--- config.mk ---
export PLATFORM = sky130hd
export DESIGN_NAME = dualmem_portb_arb
export DESIGN_NICKNAME = d
export VERILOG_FILES = /design/src/rtl/dualmem_portb_arb.sv
export SDC_FILE = /design/constraint.sdc
export NUM_CORES = 1
export LEC_CHECK = 0
export BUFFER_PORTS_ARGS = -buffer_cell sky130_fd_sc_hd__buf_2
export CORE_AREA = 4 4 168 170
export CTS_CLUSTER_DIAMETER = 60
export DETAILED_ROUTE_END_ITERATION = 10
export DIE_AREA = 0 0 172 174
export RECOVER_POWER = 25
export SLEW_MARGIN = 0
export SYNTH_ARGS = -nofsm -noshare
export SYNTH_HDL_FRONTEND = slang
export SYNTH_SLANG_ARGS = --single-unit
--- constraint.sdc ---
create_clock -name clk -period 5.37 [get_ports clk]
set_clock_uncertainty 0.05 [all_clocks]
set_input_delay 0 -clock clk [delete_from_list [all_inputs] [get_ports clk]]
set_output_delay 0 -clock clk [all_outputs]
set_load 0.01 [all_outputs]
--- src/rtl/dualmem_portb_arb.sv ---
// Port-B arbiter/sequencer for the widening dual-port buffer RAM.
// Two requesters share one synchronous-read port under round-robin arbitration
// with an optional lock. Each requester has one outstanding access, and its
// registered response can be backpressured.
module dualmem_portb_arb #(
  parameter int unsigned ADDR_W = 11,
  parameter int unsigned DATA_W = 64,
  parameter int unsigned WE_W   = 2
) (
  input  logic              clk,
  input  logic              rst,
  input  logic              req0,
  input  logic              req1,
  input  logic              lock0,
  input  logic              lock1,
  input  logic [WE_W-1:0]   we0,
  input  logic [WE_W-1:0]   we1,
  input  logic [ADDR_W-1:0] addr0,
  input  logic [ADDR_W-1:0] addr1,
  input  logic [DATA_W-1:0] wdata0,
  input  logic [DATA_W-1:0] wdata1,
  output logic              ready0,
  output logic              ready1,
  output logic              rvalid0,
  output logic              rvalid1,
  output logic [DATA_W-1:0] rdata0,
  output logic [DATA_W-1:0] rdata1,
  input  logic              rready0,
  input  logic              rready1,
  output logic              mem_en,
  output logic [WE_W-1:0]   mem_we,
  output logic [ADDR_W-1:0] mem_addr,
  output logic [DATA_W-1:0] mem_din,
  input  logic [DATA_W-1:0] mem_dout
);

  typedef enum logic [1:0] {
    ST_IDLE   = 2'd0,
    ST_ISSUED = 2'd1,
    ST_HOLD   = 2'd2
  } rsp_state_t;

  rsp_state_t st0_q, st0_d, st1_q, st1_d;
  logic       last_grant_q, lock_held_q, owner_q;
  logic       is_wr0_q, is_wr1_q;
  logic       elig0, elig1, owner_elig;
  logic       grant0, grant1;

  // Eligibility and grant: the lock owner wins ties, otherwise the requester not granted last
  always_comb begin
    grant0     = 1'b0;
    grant1     = 1'b0;
    elig0      = !rst && req0 && (st0_q == ST_IDLE);
    elig1      = !rst && req1 && (st1_q == ST_IDLE);
    owner_elig = owner_q ? elig1 : elig0;
    if (elig0 && elig1) begin
      if (lock_held_q) begin
        grant0 = !owner_q;
        grant1 = owner_q;
      end else begin
        grant0 = last_grant_q;
        grant1 = !last_grant_q;
      end
    end else begin
      grant0 = elig0;
      grant1 = elig1;
    end
  end

  // RAM port mux; the address and data default to requester 0 when idle
  always_comb begin
    ready0   = grant0;
    ready1   = grant1;
    mem_en   = grant0 || grant1;
    mem_we   = '0;
    mem_addr = addr0;
    mem_din  = wdata0;
    if (grant1) begin
      mem_we   = we1;
      mem_addr = addr1;
      mem_din  = wdata1;
    end else if (grant0) begin
      mem_we = we0;
    end
  end

  // Response FSM next state for both requesters
  always_comb begin
    st0_d = st0_q;
    st1_d = st1_q;
    case (st0_q)
      ST_IDLE:   if (grant0) st0_d = ST_ISSUED;
      ST_ISSUED: st0_d = ST_HOLD;
      ST_HOLD:   if (rready0) st0_d = ST_IDLE;
      default:   st0_d = ST_IDLE;
    endcase
    case (st1_q)
      ST_IDLE:   if (grant1) st1_d = ST_ISSUED;
      ST_ISSUED: st1_d = ST_HOLD;
      ST_HOLD:   if (rready1) st1_d = ST_IDLE;
      default:   st1_d = ST_IDLE;
    endcase
  end

  // Arbitration history, lock tracking and per-requester write flags
  always_ff @(posedge clk or posedge rst) begin
    if (rst) begin
      last_grant_q <= 1'b1;
      lock_held_q  <= 1'b0;
      owner_q      <= 1'b0;
      is_wr0_q     <= 1'b0;
      is_wr1_q     <= 1'b0;
    end else begin
      if (grant0 || grant1) begin
        last_grant_q <= grant1;
        owner_q      <= grant1;
        lock_held_q  <= grant1 ? lock1 : lock0;
      end else if (lock_held_q && !owner_elig) begin
        lock_held_q <= 1'b0;
      end
      if (grant0) is_wr0_q <= |we0;
      if (grant1) is_wr1_q <= |we1;
    end
  end

  // Response state and registered response; read data is captured in ISSUED
  always_ff @(posedge clk or posedge rst) begin
    if (rst) begin
      st0_q   <= ST_IDLE;
      st1_q   <= ST_IDLE;
      rvalid0 <= 1'b0;
      rvalid1 <= 1'b0;
      rdata0  <= '0;
      rdata1  <= '0;
    end else begin
      st0_q   <= st0_d;
      st1_q   <= st1_d;
      rvalid0 <= (st0_d == ST_HOLD);
      rvalid1 <= (st1_d == ST_HOLD);
      if (st0_q == ST_ISSUED) rdata0 <= is_wr0_q ? '0 : mem_dout;
      if (st1_q == ST_ISSUED) rdata1 <= is_wr1_q ? '0 : mem_dout;
    end
  end

endmodule

==> flow_metrics.py, run 1 <==
metrics = {
    "placement": {
        "buffer_ports.inserted": 435,
        "dp_hpwl_um": 24800,
        "gp_congestion": 1.04,
        "place_area_um2": 9110,
        "place_ws_ns": 2.52,
    },
    "routing": {
        "wire_per_inst_um": 20.9,
        "drtIter0Drc": 482,
        "vias_per_cell": 4.41,
        "drc": 0,
        "finalWirelength_um": 31900,
        "vias": 6723,
        "drt_pre_antenna_iters": 4,
        "ant_nets": 0,
    },
    "synthesis": {
        "seq_area_frac_synth": 0.519,
        "syn_inst": 687,
        "ys_types": 20,
        "syn_area_um2": 6700,
        "synth_ff_type": "dfrtp_1",
        "async_reset_ff_frac": 1.00,
        "yosys.area.top_type": "dfrtp_1",
        "synth-seq-cells": 139,
        "synth_nets": 913,
        "yosysTopAreaCellShare": 0.516,
        "synthTopCellsByArea": "dfrtp_1 52%, mux2_2 13%, nand2b_1 12%",
        "synth_edf_count": 0,
        "avgSynthCellArea_um2": 9.75,
        "ys_warn_count": 0,
    },
    "final_layout": {
        "layout_commonest_cell": "buf_2",
        "final_nets": 1395,
        "final_cell_mix": "380 x buf_2, 139 x nand2_1, 136 x dfrtp_1",
        "drive_gt1_frac": 0.423,
        "fin_area_um2": 10400,
        "area_growth_pct": 55.3,
    },
    "timing": {
        "period_needed_ns": 3.32,
        "rsz0062_at_grt": "no",
        "min_period_over_period": 0.618,
        "setup_ws_ns": 2.05,
        "maxSlewViolCount": 0,
        "timing.slew.headroom": 0.291,
        "setup_violations": 0,
        "hold_slack_ns": 0.0537,
        "tightest_slew_ns": 1.06,
        "fin_setup_tns_ns": 0,
        "clock.fmax_mhz": 301,
        "finalHoldViolations": 0,
    },
    "power": {
        "peakVddDrop_mv": 0.219,
        "powerDensity_nw_per_um2": 433,
        "fin_total_pwr_mw": 4.50,
        "leakagePower_nw": 5.19,
    },
    "grt": {
        "grt_pass1_vias": 6930,
        "antenna_found_initial": 8,
        "grt_pass1_wl_um": 45500,
        "grt-ovfl-total": 0,
        "grt_usage": 0.206,
        "grt_max_degree": 101,
    },
    "floorplan": {
        "rows": 60,
        "dieWidth_um": 172,
        "die_y_um": 174,
        "core-area_um2": 26700,
        "initial_core_util": 0.251,
        "top_level_ports": 436,
        "die-area_um2": 29900,
    },
    "critical_path": {
        "worstPathMaxFanout": 80,
        "cp.required_ns": 5.32,
        "startpoint_type": "register",
        "worst_setup_path_end_kind": "output pin",
        "critPathKind": "register to output pin",
        "arrival_ns": 3.27,
    },
    "clocking": {
        "cts_tree": "yes",
        "clock_latency_ns": 0.42,
        "clockBufferDepth": 2,
        "clock-root-buffer": "clkbuf_16",
        "clkSlewWorstSetupHoldPaths_ns": 0.07,
        "h-tree-depth": 4,
        "clkSinkCount": 139,
        "cts_made_buffers": 17,
    },
    "run": {
        "drv_cap": 0,
    },
    "worst_hold_path": {
        "hp-class": "input pin to register",
    },
    "run_status": {
        "status": "finished, final reports clean",
    },
}
## final timing paths
path / start / endpoint / slack (ns) / cells past startpoint
min in group asynchronous: rst / rdata1[5] / 0.32 / 3
hold / removal: req1 / st0_q[0] / 0.05 / 3
setup reg to reg: st0_q[0] / lock_held_q / 2.16 / 6
max in group asynchronous: rst / rdata0[44] / 3.53 / 4
hold reg to reg: rdata1[30] / rdata1[30] / 0.43 / 2
setup / recovery: st0_q[0] / mem_din[2] / 2.05 / 5
## metrics by stage
step / util / cells
6_report: 0.389 / 1524
5_1_grt: 0.389 / 1524
3_3_place_gp: 0.341 / 1416
4_1_cts: 0.392 / 1523
3_5_place_dp: 0.341 / 1416
2_1_floorplan: - / 687
## report_power, final
group | switching [mW] | internal (mW)
Combinational | 0.918 | 0.665
Sequential | 0.238 | 1.44
Clock | 0.522 | 0.718
## routing by layer
metal  vias to the layer above  part of all wire  track usage  wire length [um]
li1                       3221                 -            -                 -
met3                        32             0.053       0.0450              1690
met4                         2             0.020       0.0504               645
met5                         -           0.00056            0                18
met2                       271              0.50        0.360             16100
met1                      3197              0.42        0.258             13400
## cell families after synthesis
group | Yosys count | share of synthesized area
AND/OR/NAND/NOR | 281 | 0.209
multiplexers | 75 | 0.126
AO/OA/AOI/OAI | 137 | 0.104
buffers and inverters | 55 | 0.0411
flip-flops | 139 | 0.519
## registers in the layout, summed over array words and instances (netlist names), 2 cells and up
name,count
rdata0,64
rdata1,64
st0_q,2
st1_q,2
## final cells by class
class / instances / area, um^2
Fill cell: 2760 / 16300
Sequential cell: 139 / 3480
Multi-Input combinational cell: 493 / 2970
Timing Repair Buffer: 515 / 2900
Clock buffer: 18 / 439
Tap cell: 341 / 427
Clock inverter: 14 / 171
Inverter: 3 / 16.3
Antenna cell: 1 / 2.50
## worst max-delay path, stage by stage, from the launching register on
cell and delay, ns:
dfrtp_1 0.42, or4b_1 0.62, a21oi_1 0.20, nand2b_4 0.82, mux2_2 0.52, buf_2 0.18
## synthesized netlist by cell type, types with 2 or more instances
cell / instances
dfrtp_1: 138
a31oi_1: 2
nand2_1: 139
a22o_1: 3
clkbuf_1: 42
o21ai_0: 130
inv_1: 2
mux2_2: 75
a21oi_1: 2
nand2b_1: 133
buf_6: 7
nor2_1: 6
## what timing repair did
action / CTS / global route
resized for setup: 0 / 0
hold endpoints to repair: 203 / 0
hold buffers: 75 / 0
buffers inserted: 0 / 0
Power figures use the tool's default switching activity.
==> run 2, diff against run 1 <==
Settings changed: CORE_AREA 4 4 168 170 to 4 4 167 169, DIE_AREA 0 0 172 174 to 0 0 171 173.
Clock period 5.37 ns to 2.7 ns, I/O delays scaled along.
==> run 2 against run 1 <==
Final area rose by 1.8%. Highest routed layer unchanged. Worst setup slack got worse by 1.9 ns. Via count rose by 1.9%. First-iteration DRC count fell by 36%. Critical path depth rose by 2. Sequential power rose by 100%. The run now ends with max-capacitance violations, max-slew violations left.
==> flow_metrics.py, run 2 (synthesized netlist as in run 1, its figures left out) <==
metrics = {
    "run_status": {
        "status": "finished, violations left",
        "violations": "max-capacitance violations, max-slew violations",
    },
    "timing": {
        "timing.slew.headroom": -0.0370,
        "fin_setup_tns_ns": 0,
        "period_needed_ns": 2.56,
        "clock.fmax_mhz": 390,
        "hold_slack_ns": 0.148,
        "min_period_over_period": 0.949,
        "maxSlewViolCount": 66,
        "rsz0062_at_grt": "no",
        "setup_violations": 0,
        "finalHoldViolations": 0,
        "tightest_slew_ns": 1.56,
    },
    "floorplan": {
        "core-area_um2": 26600,
        "initial_core_util": 0.252,
        "die-area_um2": 29600,
        "rows": 60,
        "die_y_um": 173,
        "dieWidth_um": 171,
        "top_level_ports": 436,
    },
    "placement": {
        "place_area_um2": 9260,
        "dp_hpwl_um": 25000,
        "buffer_ports.inserted": 435,
        "gp_congestion": 0.927,
    },
    "clocking": {
        "clock-root-buffer": "clkbuf_16",
        "cts_made_buffers": 17,
        "cts_tree": "yes",
        "clkSinkCount": 139,
        "clockBufferDepth": 2,
        "clkSlewWorstSetupHoldPaths_ns": 0.06,
        "clock_latency_ns": 0.41,
        "h-tree-depth": 4,
    },
    "grt": {
        "grt_pass1_vias": 7146,
        "top_usage_layer": "met2",
        "grt_max_degree": 72,
        "antenna_found_initial": 12,
        "grtUsageMet1": 0.249,
        "grt_pass1_wl_um": 46600,
        "grt-ovfl-total": 0,
        "grtUsageMet3": 0.0444,
        "grt_usage": 0.210,
        "use_met2": 0.379,
    },
    "routing": {
        "drtIter0Drc": 310,
        "drc": 0,
        "drt_pre_antenna_iters": 5,
        "vias_per_cell": 4.44,
        "wire_per_inst_um": 20.6,
        "finalWirelength_um": 31800,
        "ant_nets": 0,
        "vias": 6853,
    },
    "final_layout": {
        "final_cell_mix": "337 x buf_2, 139 x nand2_1, 136 x dfrtp_1",
        "area_growth_pct": 58.1,
        "reg.largest.list": "rdata0 x64, rdata1 x64",
        "fin_area_um2": 10600,
        "drive_gt1_frac": 0.394,
        "layout_commonest_cell": "buf_2",
        "final_nets": 1411,
    },
    "critical_path": {
        "critPathKind": "register to output pin",
        "worst_setup_path_end_kind": "output pin",
        "arrival_ns": 2.51,
        "r2r_cells": 7,
        "cp.required_ns": 2.65,
        "worstPathMaxFanout": 7,
        "startpoint_type": "register",
        "r2r_setup_slack_ns": 0.15,
        "reg2reg_to": "lock_held_q",
        "r2r_start": "st0_q[1]",
    },
    "power": {
        "peakVddDrop_mv": 0.345,
        "powerDensity_nw_per_um2": 847,
        "fin_total_pwr_mw": 8.97,
        "leakagePower_nw": 5.14,
    },
    "worst_hold_path": {
        "min_path_cells": 4,
        "whs_endpoint": "st0_q[0]",
        "hp-class": "input pin to register",
        "min_from": "req1",
    },
    "run": {
        "drv_cap": 1,
    },
}
## run 2: cell types whose count changed in the layout (fill, tap and decap cells not counted), moves of 2 or more
cell,delta
buf_2,-43
inv_6,-2
buf_4,+7
clkbuf_1,+46
bufinv_16,+2
clkinv_4,+3
buf_12,+6
diode_2,+4
inv_8,-5
## run 2: what timing repair did
item,CTS,global route
buffers inserted,5,1
pin swaps,0,0
endpoints found under the setup margin,69,46
cloned,0,1
hold buffers,75,0
endpoints found under the hold margin,153,0
gates resized for setup,2,1
## run 2: critical path, cell delays in order (launching register included)
cell and delay (ns):
dfrtp_1 0.39, or4b_4 0.59, a21oi_2 0.14, nand2b_4 0.24
buf_4 0.17, buf_4 0.11, mux2_2 0.32, buf_2 0.14
## run 2: worst max-delay path by stage
stage	from	endpoint	slack (ns)	cells after the start
finish	st0_q[1]	mem_din[21]	0.14	7
global route	st0_q[1]	mem_din[26]	0.01	7
CTS	st0_q[0]	lock_held_q	0.03	7
detailed placement	st0_q[0]	mem_din[37]	0.30	6
global placement	st0_q[0]	mem_din[39]	0.44	6
floorplan	rst	is_wr1_q	0.03	4
## run 2: routing by layer
metal | share of wire | vias to the layer above
met5 | 0.00041 | -
met4 | 0.023 | 2
met3 | 0.059 | 37
met2 | 0.53 | 276
met1 | 0.39 | 3267
li1 | - | 3271
## run 2: area by class of cell
type                    count  area, um^2
multi-input cells         493        2970
clock inverters            13         190
inverters                   3        15.0
repair buffers            531        3060
fillers                  2762       16000
well taps                 341         427
diodes                      5        12.5
flip-flops and latches    139        3480
clock buffers              19         433
## run 2: power by group
group	internal (mW)	switching (mW)	total [mW]
combinational	1.33	1.76	3.09
clock	1.56	0.949	2.51
sequential	2.86	0.502	3.37
total	5.75	3.22	8.97
## run 2: through the flow
step                      setup WS [ns]  std cells   util
after CTS                        0.0296       1537  0.402
after detailed placement          0.297       1425  0.348
final                             0.138       1544  0.398
after floorplan                  0.0266        687      -
after global routing             0.0115       1543  0.398
after global placement            0.438       1425  0.348
==> run 3, diff against run 2 <==
Settings changed: CORE_AREA 4 4 167 169 to 4 4 168 170, DIE_AREA 0 0 171 173 to 0 0 172 174, SLEW_MARGIN 0 to 20.
Clock period 2.7 ns to 3.18 ns, I/O delays scaled along.
==> run 3 against run 2 <==
Critical path type is now register to register. Non-clock buffer count decreased by 10. Critical endpoint is now lock_held_q. The run still ends with max-capacitance violations, max-slew violations left. First-iteration DRC count is 12% higher. Power fell by 14%.
==> flow_metrics.py, run 3 (synthesized netlist as in run 1, its figures left out) <==
metrics = {
    "grt": {
        "grt_max_degree": 140,
        "grt_pass1_vias": 7029,
        "grt_pass1_wl_um": 47500,
        "grt-ovfl-total": 0,
        "antenna_found_initial": 11,
        "grt_usage": 0.215,
    },
    "final_layout": {
        "final_cell_mix": "314 x buf_2, 139 x nand2_1, 136 x dfrtp_1",
        "area_growth_pct": 56.1,
        "reg.largest.list": "rdata0 x64, rdata1 x64",
        "fillers": 2778,
        "drive_gt1_frac": 0.369,
        "layout_commonest_cell": "buf_2",
        "final_nets": 1401,
    },
    "critical_path": {
        "critPathKind": "register to register",
        "arrival_ns": 3.24,
        "crit_cells": 7,
        "critPathSlowestCell": "or4b_1",
        "path_cells": "or4b_1, a21oi_1, nand2b_4, buf_12, inv_2, a22o_1, dlygate4sd3_1",
        "cp.required_ns": 3.43,
        "worst_setup_path_end_kind": "register",
        "cp_num_buf_inv": 3,
        "startpoint_type": "register",
        "cp_top_family": "simple AND/OR/NAND/NOR gates",
        "r2r_setup_slack_ns": 0.20,
        "r2r_cells": 7,
        "worstPathMaxFanout": 38,
        "cp_slowest_stage_delay_ns": 0.63,
    },
    "power": {
        "powerDensity_nw_per_um2": 739,
        "p_clk_frac": 0.300,
        "leakagePower_nw": 5.01,
        "switching_share": 0.358,
        "power.switching_mw": 2.76,
        "fin_total_pwr_mw": 7.73,
        "power_frac_comb": 0.323,
        "seq_power_share": 0.377,
        "peakVddDrop_mv": 0.283,
        "internal_power_mw": 4.96,
    },
    "timing": {
        "finalHoldViolations": 0,
        "clock.fmax_mhz": 335,
        "min_period_over_period": 0.938,
        "rsz0062_at_grt": "no",
        "setup_violations": 0,
        "tightest_slew_ns": 2.03,
        "period_needed_ns": 2.98,
        "timing.slew.headroom": -0.356,
        "maxSlewViolCount": 140,
        "fin_setup_tns_ns": 0,
    },
    "routing": {
        "drc": 0,
        "vias": 6831,
        "wire_per_inst_um": 21.3,
        "finalWirelength_um": 32600,
        "vias_per_cell": 4.46,
        "drtIter0Drc": 347,
        "drt_pre_antenna_iters": 4,
        "ant_nets": 0,
    },
    "worst_hold_path": {
        "hp-class": "input pin to register",
        "min_path_cells": 3,
    },
    "run_status": {
        "status": "finished, violations left",
        "violations": "max-capacitance violations, max-slew violations",
    },
    "run": {
        "drv_cap": 1,
    },
    "clocking": {
        "cts_tree": "yes",
        "clock_latency_ns": 0.42,
        "clkSinkCount": 139,
        "cts_made_buffers": 17,
        "clockBufferDepth": 2,
        "h-tree-depth": 4,
        "post_cts_buffers": 0,
        "clkSlewWorstSetupHoldPaths_ns": 0.07,
        "clock-root-buffer": "clkbuf_16",
    },
    "placement": {
        "dp_hpwl_um": 25400,
        "gp_congestion": 0.950,
        "buffer_ports.inserted": 435,
    },
    "floorplan": {
        "rows": 60,
        "initial_core_util": 0.251,
        "core-area_um2": 26700,
        "dieWidth_um": 172,
        "top_level_ports": 436,
        "die-area_um2": 29900,
        "die_y_um": 174,
    },
}
==> run 3: worst min-delay path, delay by kind of cell <==
kind,cells,cell delay [ns]
and+or+nand+nor,1,0.19
buffers and inverters,1,0.11
AOI/OAI and AO/OA,1,0.16
==> run 3: layout make-up <==
type | instances | area, um^2 | area share
antenna | 2 | 5.00 | 0.000479
inverter | 3 | 15.0 | 0.00144
tap | 341 | 427 | 0.0408
clock buffer | 18 | 429 | 0.0410
sequential | 139 | 3480 | 0.333
timing repair buffer | 521 | 2890 | 0.277
clock inverter | 13 | 238 | 0.0227
multi-input combinational | 493 | 2970 | 0.284
==> run 3: worst paths after layout <==
check	to	start
setup / recovery	lock_held_q	st0_q[0]
hold / removal	st0_q[0]	req1
setup reg to reg	lock_held_q	st0_q[0]
hold reg to reg	last_grant_q	last_grant_q
max in group asynchronous	is_wr0_q	rst
min in group asynchronous	is_wr1_q	rst
==> run 3: power groups by stage <==
stage | Combinational (mW) | Sequential [mW] | Clock (mW)
4_1_cts | 2.68 | 2.90 | 2.38
5_1_grt | 2.79 | 3.01 | 2.46
2_1_floorplan | 1.09 | 3.09 | 0
3_3_place_gp | 2.56 | 2.91 | 0
3_5_place_dp | 2.59 | 2.93 | 0
6_report | 2.50 | 2.91 | 2.32
==> run 3: repair_timing <==
| action | 4_1_cts | 5_1_grt |
|---|---|---|
| setup endpoints to repair | 0 | 0 |
| hold buffers | 75 | 0 |
| resized for setup | 0 | 0 |
| endpoints found under the hold margin | 274 | 0 |
==> run 3: metrics by stage <==
stage / hold slack, ns / area, um^2 / setup WS, ns / cells / utilization
global route: 0.0529 / 10500 / 0.0708 / 1530 / 0.391
detailed placement: 0.186 / 9170 / 0.704 / 1421 / 0.343
CTS: 0.0136 / 10600 / 0.227 / 1527 / 0.396
global placement: 0.180 / 9170 / 0.786 / 1421 / 0.343
floorplan: 0.0825 / 6700 / 0.507 / 687 / -
finish: 0.0417 / 10500 / 0.197 / 1530 / 0.391
==> run 3: per-layer routing <==
| metal | wire length [um] | global-route usage |
|---|---|---|
| met1 | 12700 | 0.256 |
| met2 | 16200 | 0.367 |
| met3 | 2140 | 0.0475 |
| met4 | 1540 | 0.0983 |
| met5 | 27 | 0 |
